`src/rtl/fetch_npc_unit.sv`:
```
// Fetch stage: PC register, next-PC selection and the F/D pipeline register.
// Redirects use the instruction currently in D; the instruction in F at that
// time (the delay slot) always moves on to D, so there is no flush path.
module fetch_npc_unit #(
    parameter logic [31:0] RESET_PC = 32'h0000_3000
) (
    input  logic        clk,
    input  logic        reset,
    input  logic        stall,
    input  logic [1:0]  npc_op,
    input  logic        branch_taken,
    input  logic [15:0] d_imm16,
    input  logic [25:0] d_index26,
    input  logic [31:0] d_rs_value,
    input  logic [31:0] f_instr,
    output logic [31:0] f_pc,
    output logic [31:0] d_instr,
    output logic [31:0] d_pc,
    output logic [31:0] d_pc8
);

    typedef enum logic [1:0] {
        NPC_SEQ    = 2'd0,
        NPC_BRANCH = 2'd1,
        NPC_JUMP   = 2'd2,
        NPC_JREG   = 2'd3
    } npc_op_t;

    logic [31:0] pc_q;
    logic [31:0] d_instr_q;
    logic [31:0] d_pc_q;

    logic [31:0] f_pc_plus4;
    logic [31:0] d_pc_plus4;
    logic [31:0] br_offset;
    logic [31:0] br_target;
    logic [31:0] jump_target;
    logic [31:0] npc;
    npc_op_t     op;

    assign op          = npc_op_t'(npc_op);
    assign f_pc_plus4  = pc_q + 32'd4;
    assign d_pc_plus4  = d_pc_q + 32'd4;
    assign br_offset   = {{14{d_imm16[15]}}, d_imm16, 2'b00};
    assign br_target   = d_pc_plus4 + br_offset;
    assign jump_target = {d_pc_plus4[31:28], d_index26, 2'b00};

    // Next-PC select; branch_taken only matters for conditional branches
    always_comb begin
        npc = f_pc_plus4;
        case (op)
            NPC_SEQ:    npc = f_pc_plus4;
            NPC_BRANCH: npc = branch_taken ? br_target : f_pc_plus4;
            NPC_JUMP:   npc = jump_target;
            NPC_JREG:   npc = d_rs_value;
            default:    npc = f_pc_plus4;
        endcase
    end

    // PC and F/D register: reset beats stall, stall freezes everything
    always_ff @(posedge clk) begin
        if (reset) begin
            pc_q      <= RESET_PC;
            d_instr_q <= '0;
            d_pc_q    <= '0;
        end else if (!stall) begin
            pc_q      <= npc;
            d_instr_q <= f_instr;
            d_pc_q    <= pc_q;
        end
    end

    assign f_pc    = pc_q;
    assign d_instr = d_instr_q;
    assign d_pc    = d_pc_q;
    assign d_pc8   = d_pc_q + 32'd8;

endmodule

```
`config.mk`:
```
export PLATFORM = sky130hd
export DESIGN_NAME = fetch_npc_unit
export DESIGN_NICKNAME = d
export VERILOG_FILES = /design/src/rtl/fetch_npc_unit.sv
export SDC_FILE = /design/constraint.sdc
export NUM_CORES = 1
export LEC_CHECK = 0
export ABC_CLOCK_PERIOD_IN_PS = 4700
export BUFFER_PORTS_ARGS = -buffer_cell sky130_fd_sc_hd__buf_2
export CAP_MARGIN = 25
export CORE_MARGIN = 2
export CORE_UTILIZATION = 30
export DETAILED_ROUTE_END_ITERATION = 8
export GPL_ROUTABILITY_DRIVEN = 0
export PLACE_DENSITY = 0.57
export SLEW_MARGIN = 20
export SYNTH_ARGS = -nofsm -noshare
export SYNTH_HDL_FRONTEND = slang
export SYNTH_SLANG_ARGS = --single-unit
```
`constraint.sdc`:
```
create_clock -name clk -period 4.7 [get_ports clk]
set_input_delay 0.705 -clock clk [delete_from_list [all_inputs] [get_ports clk]]
set_output_delay 0.705 -clock clk [all_outputs]
set_load 0.01 [all_outputs]
```
==> results, run 1 <==
- The area of the placeable core is roughly 0.024 sq mm.
- The maximum level of the CTS H-tree is 3.
- After synthesis the cells add up to 0.00741 sq mm.
- The first TritonRoute pass finished after 5 iterations.
- The sequential fraction of the synthesis area is 25.9%.
- For this run, the top clock speed supported by timing is 237 MHz.
- For this run, the total global-route usage over all layers was measured as 19.5%.
- The worst setup path is captured at a flop.
- The number of gates given a new drive strength after cts is 0.
- The category of the worst setup path launch point is a flop.
- The number of nets in the synthesized netlist is 1054.
- The horizontal die dimension is between 150 and 200 um.
- In the global route stage, met2 resource usage came out at 31.9%.
- Walking the worst path, the cells encountered are ha_1 -> nand3_2 -> nor2_1 -> and4_1 -> and3_1 -> nand4_1 -> xnor2_1 -> ha_1 -> o21a_1 -> o211ai_1 -> nand2_1 -> a31o_2 -> a311oi_1 -> a21boi_1 -> xnor2_1 -> o22ai_1.
- In this run the static leakage power is 0.00439 uW.
- The number of hold buffers added after CTS was 0.
- The clock reaches the later pin of the worst-skew pair after 0.35 ns.
- The worst hold path stage count is 2.
- In this run, synthesis inferred 0 flip-flops with an integrated enable.
- The worst-case clock skew is 0.0107 ns.
- Clock-pin slew was measured on the worst setup and hold paths at 0.08 ns.
- For the final routed database, the setup TNS stands at 0 ns.
- The post-place setup slack is 0.581 ns.
- The cell taking the most area after synthesis is sky130_fd_sc_hd__dfxtp_1.
- Yosys printed 0 warnings.
- The via count of the first global-routing pass is 7204.
- The global routing usage on met1 is roughly a quarter.
- IR analysis of the VDD net gives a maximum drop of ~140 uV.
- TritonCTS built the clock tree.
- The depth of the most critical reg-to-reg path is 16.
- The slew at the pin closest to its max-slew limit is 0.969 ns.
- A synthesized cell averages approximately 8 sq um.
- In the post-synthesis netlist, the cell with the most instances is sky130_fd_sc_hd__nor2_1.
- Setup repair after global routing left no endpoint under its margin.
- The master of the slowest instance on the critical path is sky130_fd_sc_hd__dfxtp_1.
- The number of antenna violations at the first check in global routing is 8.
- The initial core utilization is 30.6%.
- The tool flagged a number of max-cap violations equal to 0.
- The number of storage elements in the synthesis netlist is between 90 and 100.
- The wire length reported by the detailed router is 25.7 mm.
- The busiest metal layer after global routing is met2.
- The final worst slack is about 0.5 ns.
- Once the clock tree was built, the setup fixing pass inserted 0 buffers.
- Dividing the detail-routed via count by the number of cells gives 5.17.
- In this run, distinct cell masters in the synthesized netlist total 79.
- The setup violation total in the final timing report is 0.
- In the synthesized netlist the dominant register cell turns out to be sky130_fd_sc_hd__dfxtp_1.
- By area the synthesized netlist is led by sky130_fd_sc_hd__dfxtp_1, sky130_fd_sc_hd__mux2i_1, sky130_fd_sc_hd__xnor2_1.
- The top-level I/O count is 240.
- In the global route stage, met3 resource usage came out at 4.47%.
- In this run the core area contains 57 standard-cell rows.
- The antenna violation net count after detailed routing is 0.
- Buffers inserted during clock tree synthesis total 9.
- For this design, the sink count on the clock tree is 96.
- The worst hold-check path type is flop to flop.
- The final critical path takes up between 80 and 90% of the cycle.
- Of the cells placed in the final design, the portion with a size suffix greater than 1 is 28.1%.
- The first-pass GRT wire length is just over 40 mm.
- The floorplan step set the die height to 161 um.
- The area growth from synthesis to layout is 23.3%.
- The fraction of post-synthesis cell area in the top cell type by area is 25.9%.
- For this block, the initial DRC count from the detailed router was 542.
- The cell sitting at the root of the clock tree is a sky130_fd_sc_hd__clkbuf_16.
- In the final routed layout, each cell accounts on average for 17.9 um.
- In the synthesized netlist, the cells that appear most often are sky130_fd_sc_hd__nor2_1, sky130_fd_sc_hd__dfxtp_1, sky130_fd_sc_hd__nand2_1.
- The critical path data arrival time is 4.44 ns.
- The total overflow reported by the global router is 0.
- The final number of max-transition violations was 0.
- The number of input and output port buffers inserted is ~240.
- The worst path needs 4.21 ns of the cycle, external delays included.
- The required time at the worst-slack endpoint is 4.93 ns.
- The die covers approximately 0.026 sq mm.
- The tightest hold path in the finished design has a slack of 0.494 ns.
- The sum of net half-perimeters after detailed placement is 19.3 mm.
- The relative slew slack is roughly 35%.
- The routed layout has 7411 vias.
- The number of standard cells after synthesis is 903.
- The remaining design rule violation count is 0.
- The total instance count after detailed placement is 1413.
- The largest single stage delay on the critical path is 0.52 ns.
- The maximum number of pins on one net before global-route repair is 79.
- The total number of nets in the final design is around 1.3k.
- The run finished with clean final reports.
- The final standard cell count with taps included and fillers excluded is 1433.
- The largest driver fanout on the critical path is 10.
- The fraction of registers with async set/reset is 0%.
- The critical path is of the flop to flop type.
- The longest clock path from root to sink contains 2 buffers.
- The number of endpoints with negative hold slack in the final report was 0.
- The power density over the cells is around 250 mW/mm^2.
worst paths after layout:
path / start / endpoint / slack (ns)
hold reg to reg: d_instr[8] / d_instr[8] / 0.49
hold / removal: d_instr[8] / d_instr[8] / 0.49
setup reg to reg: d_pc[4] / f_pc[31] / 0.49
setup / recovery: d_pc[4] / f_pc[31] / 0.49
layout make-up:
type	instances	area, sq um
Multi-Input combinational cell	727	5140
Timing Repair Buffer	248	1270
Clock inverter	5	63.8
Fill cell	2618	15100
Inverter	18	67.6
Antenna cell	4	10.0
Tap cell	324	405
Clock buffer	11	253
Sequential cell	96	1920
per-layer routing:
layer / up-vias / wire (um)
met5: - / 48
met4: 8 / 554
met3: 46 / 1690
met2: 231 / 11900
met1: 3480 / 11500
li1: 3646 / -
logic make-up after synthesis:
logic type,count (synthesis),share of synthesized area [%]
buffers and inverters,80,4.63
xor gates and xnor gates,97,11.7
adders and majority gates,39,6.69
DFF,96,25.9
AOI/OAI and AO/OA,197,18.0
and+or+nand+nor,306,20.9
muxes,88,12.2
report_power, final:
| group | total, uW | internal [uW] | switching, uW |
|---|---|---|---|
| logic | 531 | 237 | 294 |
| registers | 936 | 860 | 75.4 |
| clock network | 804 | 447 | 357 |
critical path: cells and delay by family (launching register included):
family          cells  cell delay [ns]
flops               1             0.52
simple gates        6             1.21
compound gates      6             1.32
xor+xnor            2             0.35
fa+ha+maj           2             0.68
through the flow:
step	instance area, sq um	total power [uW]	util (%)
floorplan	7410	1280	-
global placement	8800	1480	36.3
detailed placement	8800	1490	36.3
CTS	9120	2300	37.6
global route	9120	2390	37.6
finish	9130	2270	37.7
state kept, by name, summed over array words and instances (netlist names):
name / flops
f_pc: 32
d_pc: 32
d_instr: 32
cell usage in the layout (no fill, tap or decap), types with 8 or more instances in the layout:
cell type                   synthesis  routed
sky130_fd_sc_hd__buf_2             15     238
sky130_fd_sc_hd__nor2_1           111     111
sky130_fd_sc_hd__dfxtp_1           96      96
sky130_fd_sc_hd__nand2_1           71      71
sky130_fd_sc_hd__mux2i_1           70      70
sky130_fd_sc_hd__xnor2_1           64      64
sky130_fd_sc_hd__a21oi_1           49      49
sky130_fd_sc_hd__o21ai_0           39      39
sky130_fd_sc_hd__nand3_1           38      38
sky130_fd_sc_hd__ha_1              38      38
sky130_fd_sc_hd__xor2_1            31      31
sky130_fd_sc_hd__a21o_1            18      18
sky130_fd_sc_hd__and3_1            17      17
sky130_fd_sc_hd__inv_1             17      17
sky130_fd_sc_hd__mux2_2            17      17
sky130_fd_sc_hd__a221oi_1          14      14
sky130_fd_sc_hd__nand4_1           13      13
sky130_fd_sc_hd__nor3_1            13      13
sky130_fd_sc_hd__a31oi_1           12      12
sky130_fd_sc_hd__buf_4              4      10
sky130_fd_sc_hd__clkbuf_16          0       9
sky130_fd_sc_hd__o21a_1             8       8
Power figures use the tool's default switching activity.
==> run 2: changes to the inputs <==
Settings changed: ABC_CLOCK_PERIOD_IN_PS 4700 to default, RECOVER_POWER from default to 25.
==> run 2 against run 1 <==
Against the previous run:
- the run now ends with capacitance limit, slew limit left
- worst hold slack better by 0.0032 ns
- highest routed layer unchanged
- final area is 0.37% lower
- power hardly changed
- first-iteration DRC count is 3.3% lower
- clock skew is 0.0011 ns lower
- sequential share of layout area is 0.078 points higher
- largest cell class unchanged
==> results, run 2 (synthesis results as in run 1) <==
- The required time at the worst-slack endpoint is 4.80 ns (was 4.93 ns).
- The count of buffer and inverter cells on the critical path is 2 (was 0).
- The worst hold-check path type is flop to flop (unchanged).
- The maximum clock path buffer count is 2 (unchanged).
- The number of violations of the max-capacitance limit is 1 (was 0).
- The worst-case clock skew is 0.00961 ns (was 0.0107 ns).
- The floorplan row count is 57 (unchanged).
- The height of the die is 161 um (unchanged).
- The antenna violation net count after detailed routing is 0 (unchanged).
- The initial core utilization is 30.6% (unchanged).
- The number of iterations in the first detailed-routing pass is 5 (unchanged).
- The maximum number of pins on one net before global-route repair is 79 (unchanged).
- The clock-pin transition on the worst setup and hold timing paths is 0.07 ns (was 0.08 ns).
- The buffer type at the clock tree root is sky130_fd_sc_hd__clkbuf_16 (unchanged).
- The hold slack is 0.497 ns (was 0.494 ns).
- The number of antenna violations at the first check in global routing is 8 (unchanged).
- The number of input and output port buffers inserted was 239 (unchanged).
- The remaining design rule violation count is 0 (unchanged).
- The maximum frequency from static timing analysis is 237 MHz (about the same).
- The clock tree from TritonCTS is done (unchanged).
- The met3 usage came to 4.47% (unchanged).
- The shortest clock period the worst path allows after layout is 4.22 ns (was 4.21 ns).
- The element type at the critical path end is a flop (unchanged).
- The area growth from synthesis to layout is 22.8% (was 23.3%).
- The critical path start-end classification is input port to flop (was flop to flop).
- The routed wirelength normalized by instance count came to 17.9 um (about the same).
- The power density over the cells is 249 mW/mm^2 (about the same).
- The total clock buffers created by CTS came to 9 (unchanged).
- The number of endpoints with negative hold slack in the final report is 0 (unchanged).
- The number of buffers added for setup after CTS was 0 (unchanged).
- The horizontal die dimension is 161 um (unchanged).
- The total overflow reported by the global router is 0 (unchanged).
- The maximum level of the CTS H-tree is 3 (unchanged).
- The master of the slowest instance on the critical path is sky130_fd_sc_hd__clkbuf_1 (was sky130_fd_sc_hd__dfxtp_1).
- The first-pass GRT wire length is 40.2 mm (unchanged).
- The final core utilization is 37.5% (was 37.7%).
- The DRC marker count from the first detailed-route iteration came to 524 (was 542).
- The overall routing resource usage is 19.5% (unchanged).
- The wire length reported by the detailed router was 25.7 mm (about the same).
- The via count normalized by instance count came to 5.20 (was 5.17).
- The number of buffers inserted by hold repair at cts is 0 (unchanged).
- The global routing usage on met1 is 25.6% (unchanged).
- The largest incremental delay on the critical path is 2.74 ns (was 0.52 ns).
- The relative slew slack is -160% (was 35.4%).
- The aggregate negative setup slack is 0 ns (unchanged).
- The sum of net half-perimeters after detailed placement is 19.3 mm (unchanged).
- Status: finished with violations (was complete, no violations).
- The final number of max-transition violations came to 79 (was 0).
- The total instance count after detailed placement is 1413 (unchanged).
- The slew at the pin closest to its max-slew limit came to 3.90 ns (was 0.969 ns).
- The final reports fail on capacitance limit, slew limit.
- Unrepaired setup endpoints after global routing: no (unchanged).
- The total via count in the routed design is 7447 (was 7411).
- The final total power is 2270 uW (about the same).
- The CTS sink count was 96 (unchanged).
- The clock latency on the worst-skew pair was 0.35 ns (about the same).
- The top-level I/O count is 240 (unchanged).
- The leakage power was 0.00430 uW (was 0.00439 uW).
- The final standard cell count with taps included and fillers excluded came to 1433 (unchanged).
- The area of the placeable core is 0.0242 sq mm (unchanged).
- The category of the worst setup path launch point is an input port (was flop).
- The largest driver fanout on the critical path came to 78 (was 10).
- The busiest metal layer after global routing is met2 (unchanged).
- The number of gates given a new drive strength after cts is 0 (unchanged).
- Highest-count cells in the layout ignoring fill and taps: sky130_fd_sc_hd__buf_2, sky130_fd_sc_hd__nor2_1, sky130_fd_sc_hd__dfxtp_1 (unchanged).
- The fraction of final layout cells with drive strength greater than 1 is 25.9% (was 28.1%).
- The total number of nets in the final design is 1251 (unchanged).
- The via count of the first global-routing pass is 7204 (unchanged).
- The cell type group with the largest total delay on the critical path is buffers and inverters (was compound AO/OA/AOI/OAI gates).
- The floorplan die area came to 0.0260 sq mm (unchanged).
- The critical path data arrival time is 4.31 ns (was 4.44 ns).
- The post-route fraction of the period consumed by the critical path is 89.7% (was 89.6%).
- The met2 global-route usage is 31.9% (unchanged).
- The highest ir drop seen on vdd is 138 uV (about the same).
- Series of cell instances along the critical path: buf_2 -> clkbuf_1 -> nor3_1 -> a32o_1 -> a41oi_1 -> o41ai_1 (was ha_1 -> nand3_2 -> nor2_1 -> and4_1 -> and3_1 -> nand4_1 -> xnor2_1 -> ha_1 -> o21a_1 -> o211ai_1 -> nand2_1 -> a31o_2 -> a311oi_1 -> a21boi_1 -> xnor2_1 -> o22ai_1).
- The setup violation total in the final timing report is 0 (unchanged).
- The number of inserted filler cells in the final layout is 2636 (was 2618).
- The most common cell after layout, fill and taps aside is sky130_fd_sc_hd__buf_2 (unchanged).
==> run 2: cell types whose count changed in the layout (fill, tap and decap cells not counted) <==
cell / previous run / this run
sky130_fd_sc_hd__buf_2: 238 / 214
sky130_fd_sc_hd__buf_4: 10 / 9
sky130_fd_sc_hd__clkbuf_1: 0 / 25
==> run 2: final timing paths <==
check             startpoint          to  slack (ns)  cells after the start
setup / recovery       reset    f_pc[28]        0.48                      6
setup reg to reg     d_pc[4]    f_pc[31]        0.48                     16
hold / removal    d_instr[8]  d_instr[8]        0.50                      2
hold reg to reg   d_instr[8]  d_instr[8]        0.50                      2
==> run 2: layout make-up <==
cell class	count	area [sq um]	share of cell area, %
Multi-Input combinational cell	727	5140	56.5
Sequential cell	96	1920	21.1
Timing Repair Buffer	248	1230	13.5
Tap cell	324	405	4.46
Clock buffer	11	253	2.78
Inverter	18	67.6	0.743
Clock inverter	5	63.8	0.701
Antenna cell	4	10.0	0.110
==> run 2: layer usage <==
layer  routed length, um  part of all wire, %  vias up
met5                  42                 0.16        -
met4                 644                  2.5        8
met3                1650                  6.4       49
met2               11800                   46      237
met1               11500                   45     3506
li1                    -                    -     3647
==> run 2: worst min-delay path: cells and delay by family (launching register included) <==
family | cells | cell delay [ns]
flops | 1 | 0.33
simple gates | 1 | 0.07
mux | 1 | 0.06
==> run 2: where the power goes <==
part           leakage [uW]  switching (uW)  internal (uW)
sequential         0.000789            75.6            861
clock              0.000152             357            447
combinational       0.00336             294            235
total               0.00430             727           1540
==> run 2: stage by stage <==
| step | setup slack (ns) | cell area, sq um |
|---|---|---|
| finish | 0.484 | 9100 |
| global route | 0.0797 | 9090 |
| CTS | 0.549 | 9120 |
| detailed placement | 0.581 | 8800 |
| global placement | 0.690 | 8800 |
| floorplan | 1.09 | 7410 |
==> run 3: changes to the inputs <==
Settings changed: CORE_ASPECT_RATIO from default to 0.6.
==> run 3 against run 2 <==
Against the previous run:
- the flow still finishes with violations (capacitance limit, slew limit)
- routed wire length up 8.8%
- fmax down 3.2%
- sequential cell count unchanged
- worst hold slack better by 0.00054 ns
- first-iteration DRC count up 30%
- final area about the same
- power up 2.0%
- critical path type is now flop to flop
==> results, run 3 (synthesis results as in run 1) <==
- The routed wirelength normalized by instance count was 19.5 um (was 17.9 um).
- The total number of nets in the final design is 1254 (was 1251).
- The aggregate negative setup slack is 0 ns (unchanged).
- The final number of max-transition violations came to 50 (was 79).
- The number of buffers inserted by hold repair at cts is 0 (unchanged).
- The remaining design rule violation count is 0 (unchanged).
- Violations in the final reports: capacitance limit, slew limit (unchanged).
- The required time at the worst-slack endpoint is 4.95 ns (was 4.80 ns).
- The final worst slack came to 0.345 ns (was 0.484 ns).
- The number of violations of the max-capacitance limit is 1 (unchanged).
- The area of the placeable core was 0.0242 sq mm (about the same).
- The maximum frequency from static timing analysis is 230 MHz (was 237 MHz).
- The via count of the first global-routing pass came to 6952 (was 7204).
- The maximum level of the CTS H-tree is 3 (unchanged).
- The total instance count after detailed placement is 1414 (was 1413).
- The DRC marker count from the first detailed-route iteration was 682 (was 524).
- The slew at the pin closest to its max-slew limit is 2.52 ns (was 3.90 ns).
- The first-pass GRT wire length is 41.8 mm (was 40.2 mm).
- The initial core utilization was 30.6% (about the same).
- The horizontal die dimension is 207 um (was 161 um).
- The number of input and output port buffers inserted is 239 (unchanged).
- The total clock buffers created by CTS is 9 (unchanged).
- The sequential cell area came to 0.00192 sq mm (unchanged).
- The master of the slowest instance on the critical path is sky130_fd_sc_hd__nor4_4 (was sky130_fd_sc_hd__clkbuf_1).
- The area taken by multi-input logic gates came to 0.00514 sq mm (unchanged).
- The number of iterations in the first detailed-routing pass was 5 (unchanged).
- The critical path data arrival time is 4.60 ns (was 4.31 ns).
- The total overflow reported by the global router came to 0 (unchanged).
- The worst-case clock skew is 0.0108 ns (was 0.00961 ns).
- The antenna violation net count after detailed routing is 0 (unchanged).
- The maximum clock path buffer count is 2 (unchanged).
- The top-level I/O count is 240 (unchanged).
- The number of inserted filler cells in the final layout is 2567 (was 2636).
- The power density over the cells is 255 mW/mm^2 (was 249 mW/mm^2).
- The leakage power is 0.00426 uW (was 0.00430 uW).
- Highest-count cells in the layout ignoring fill and taps: sky130_fd_sc_hd__buf_2, sky130_fd_sc_hd__nor2_1, sky130_fd_sc_hd__dfxtp_1 (unchanged).
- The post-place setup slack is 0.500 ns (was 0.581 ns).
- The clock tree from TritonCTS is done (unchanged).
- The wire length reported by the detailed router is 27.9 mm (was 25.7 mm).
- The clock-pin transition on the worst setup and hold timing paths was 0.07 ns (about the same).
- The total placed instance area is 0.00882 sq mm (was 0.00880 sq mm).
- The finished layout cell area is 0.00909 sq mm (was 0.00910 sq mm).
- The fraction of final layout cells with drive strength greater than 1 is 24.7% (was 25.9%).
- The number of endpoints with negative hold slack in the final report is 0 (unchanged).
- The final total power came to 2310 uW (was 2270 uW).
- The worst hold-check path type is flop to flop (unchanged).
- The via count normalized by instance count is 5.26 (was 5.20).
- The overall routing resource usage is 21.2% (was 19.5%).
- Status: finished with violations (unchanged).
- The final standard cell count with taps included and fillers excluded was 1431 (was 1433).
- The number of gates given a new drive strength after cts is 0 (unchanged).
- The area growth from synthesis to layout is 22.7% (was 22.8%).
- The number of buffers added for setup after CTS came to 0 (unchanged).
- Unrepaired setup endpoints after global routing: no (unchanged).
- The height of the die is 126 um (was 161 um).
- The highest ir drop seen on vdd is 185 uV (was 138 uV).
- The shortest clock period the worst path allows after layout came to 4.35 ns (was 4.22 ns).
- The largest incremental delay on the critical path is 0.57 ns (was 2.74 ns).
- The setup violation total in the final timing report is 0 (unchanged).
- The total via count in the routed design is 7529 (was 7447).
- The element type at the critical path end is a flop (unchanged).
- The floorplan row count is 44 (was 57).
- The number of antenna violations at the first check in global routing came to 3 (was 8).
- The most common cell after layout, fill and taps aside is sky130_fd_sc_hd__buf_2 (unchanged).
- Series of cell instances along the critical path: ha_1 -> nand4_1 -> or2_1 -> nor4_4 -> nand3_1 -> xnor2_1 -> ha_1 -> a21o_1 -> nor3_1 -> o21ai_1 -> a311oi_1 -> a21boi_1 -> xnor2_1 -> o22ai_1 (was buf_2 -> clkbuf_1 -> nor3_1 -> a32o_1 -> a41oi_1 -> o41ai_1).
- The largest driver fanout on the critical path is 8 (was 78).
- The category of the worst setup path launch point was a flop (was input port).
- The post-route fraction of the period consumed by the critical path is 92.7% (was 89.7%).
- The critical path start-end classification is flop to flop (was input port to flop).
- The sum of net half-perimeters after detailed placement is 21.3 mm (was 19.3 mm).
- The floorplan die area came to 0.0260 sq mm (about the same).
- The maximum number of pins on one net before global-route repair is 50 (was 79).
- The relative slew slack was -68.3% (was -160%).
- The buffer type at the clock tree root is sky130_fd_sc_hd__clkbuf_16 (unchanged).
- The clock latency on the worst-skew pair came to 0.37 ns (was 0.35 ns).
- The CTS sink count is 96 (unchanged).
-- run 3: cell count changes in the layout (fill, tap and decap cells not counted), sizes merged --
| cell | before | now |
|---|---|---|
| clkbuf | 36 | 49 |
| buf | 223 | 212 |
| diode | 4 | 2 |
| bufinv | 1 | 2 |
| clkinv | 3 | 4 |
| clkinvlp | 1 | 0 |
| inv | 18 | 17 |
-- run 3: stage by stage --
step,hold WS (ns),util [%]
after floorplan,0.510,-
after global placement,0.469,36.4
after detailed placement,0.481,36.4
after CTS,0.498,37.7
after global routing,0.518,37.5
final,0.497,37.5
-- run 3: layout make-up --
| cell class | count | share of cell area (%) |
|---|---|---|
| Antenna cell | 2 | 0.0551 |
| Multi-Input combinational cell | 727 | 56.6 |
| Timing Repair Buffer | 251 | 13.6 |
| Tap cell | 322 | 4.43 |
| Inverter | 18 | 0.743 |
| Sequential cell | 96 | 21.1 |
| Clock buffer | 10 | 2.52 |
| Clock inverter | 5 | 0.908 |
-- run 3: worst paths after layout --
| check | slack (ns) | depth (start not counted) | end | startpoint |
|---|---|---|---|---|
| max | 0.35 | 14 | f_pc[31] | d_pc[3] |
| min reg2reg | 0.50 | 2 | d_instr[6] | d_instr[6] |
| min | 0.50 | 2 | d_instr[6] | d_instr[6] |
| max reg2reg | 0.35 | 14 | f_pc[31] | d_pc[3] |
-- run 3: layer usage --
| layer | GRT usage [%] | share of wire, % | routed length [um] |
|---|---|---|---|
| met1 | 32.6 | 51 | 14100 |
| met4 | 4.26 | 1.2 | 335 |
| met5 | 0 | 0 | 0 |
| met3 | 5.67 | 9.3 | 2600 |
| met2 | 28.8 | 39 | 10900 |
-- run 3: worst max-delay path: cells and delay by family (launching register included) --
kind	cells	cell delay, ns
AOI/OAI and AO/OA	5	1.14
xor gates and xnor gates	2	0.44
adders and majority gates	2	0.59
DFF	1	0.49
and+or+nand+nor	5	1.58
-- run 3: power breakdown --
group	total (uW)	leakage (uW)	switching, uW	internal [uW]
Sequential	940	0.000789	79.9	861
Combinational	546	0.00331	312	234
Clock	828	0.000153	362	466
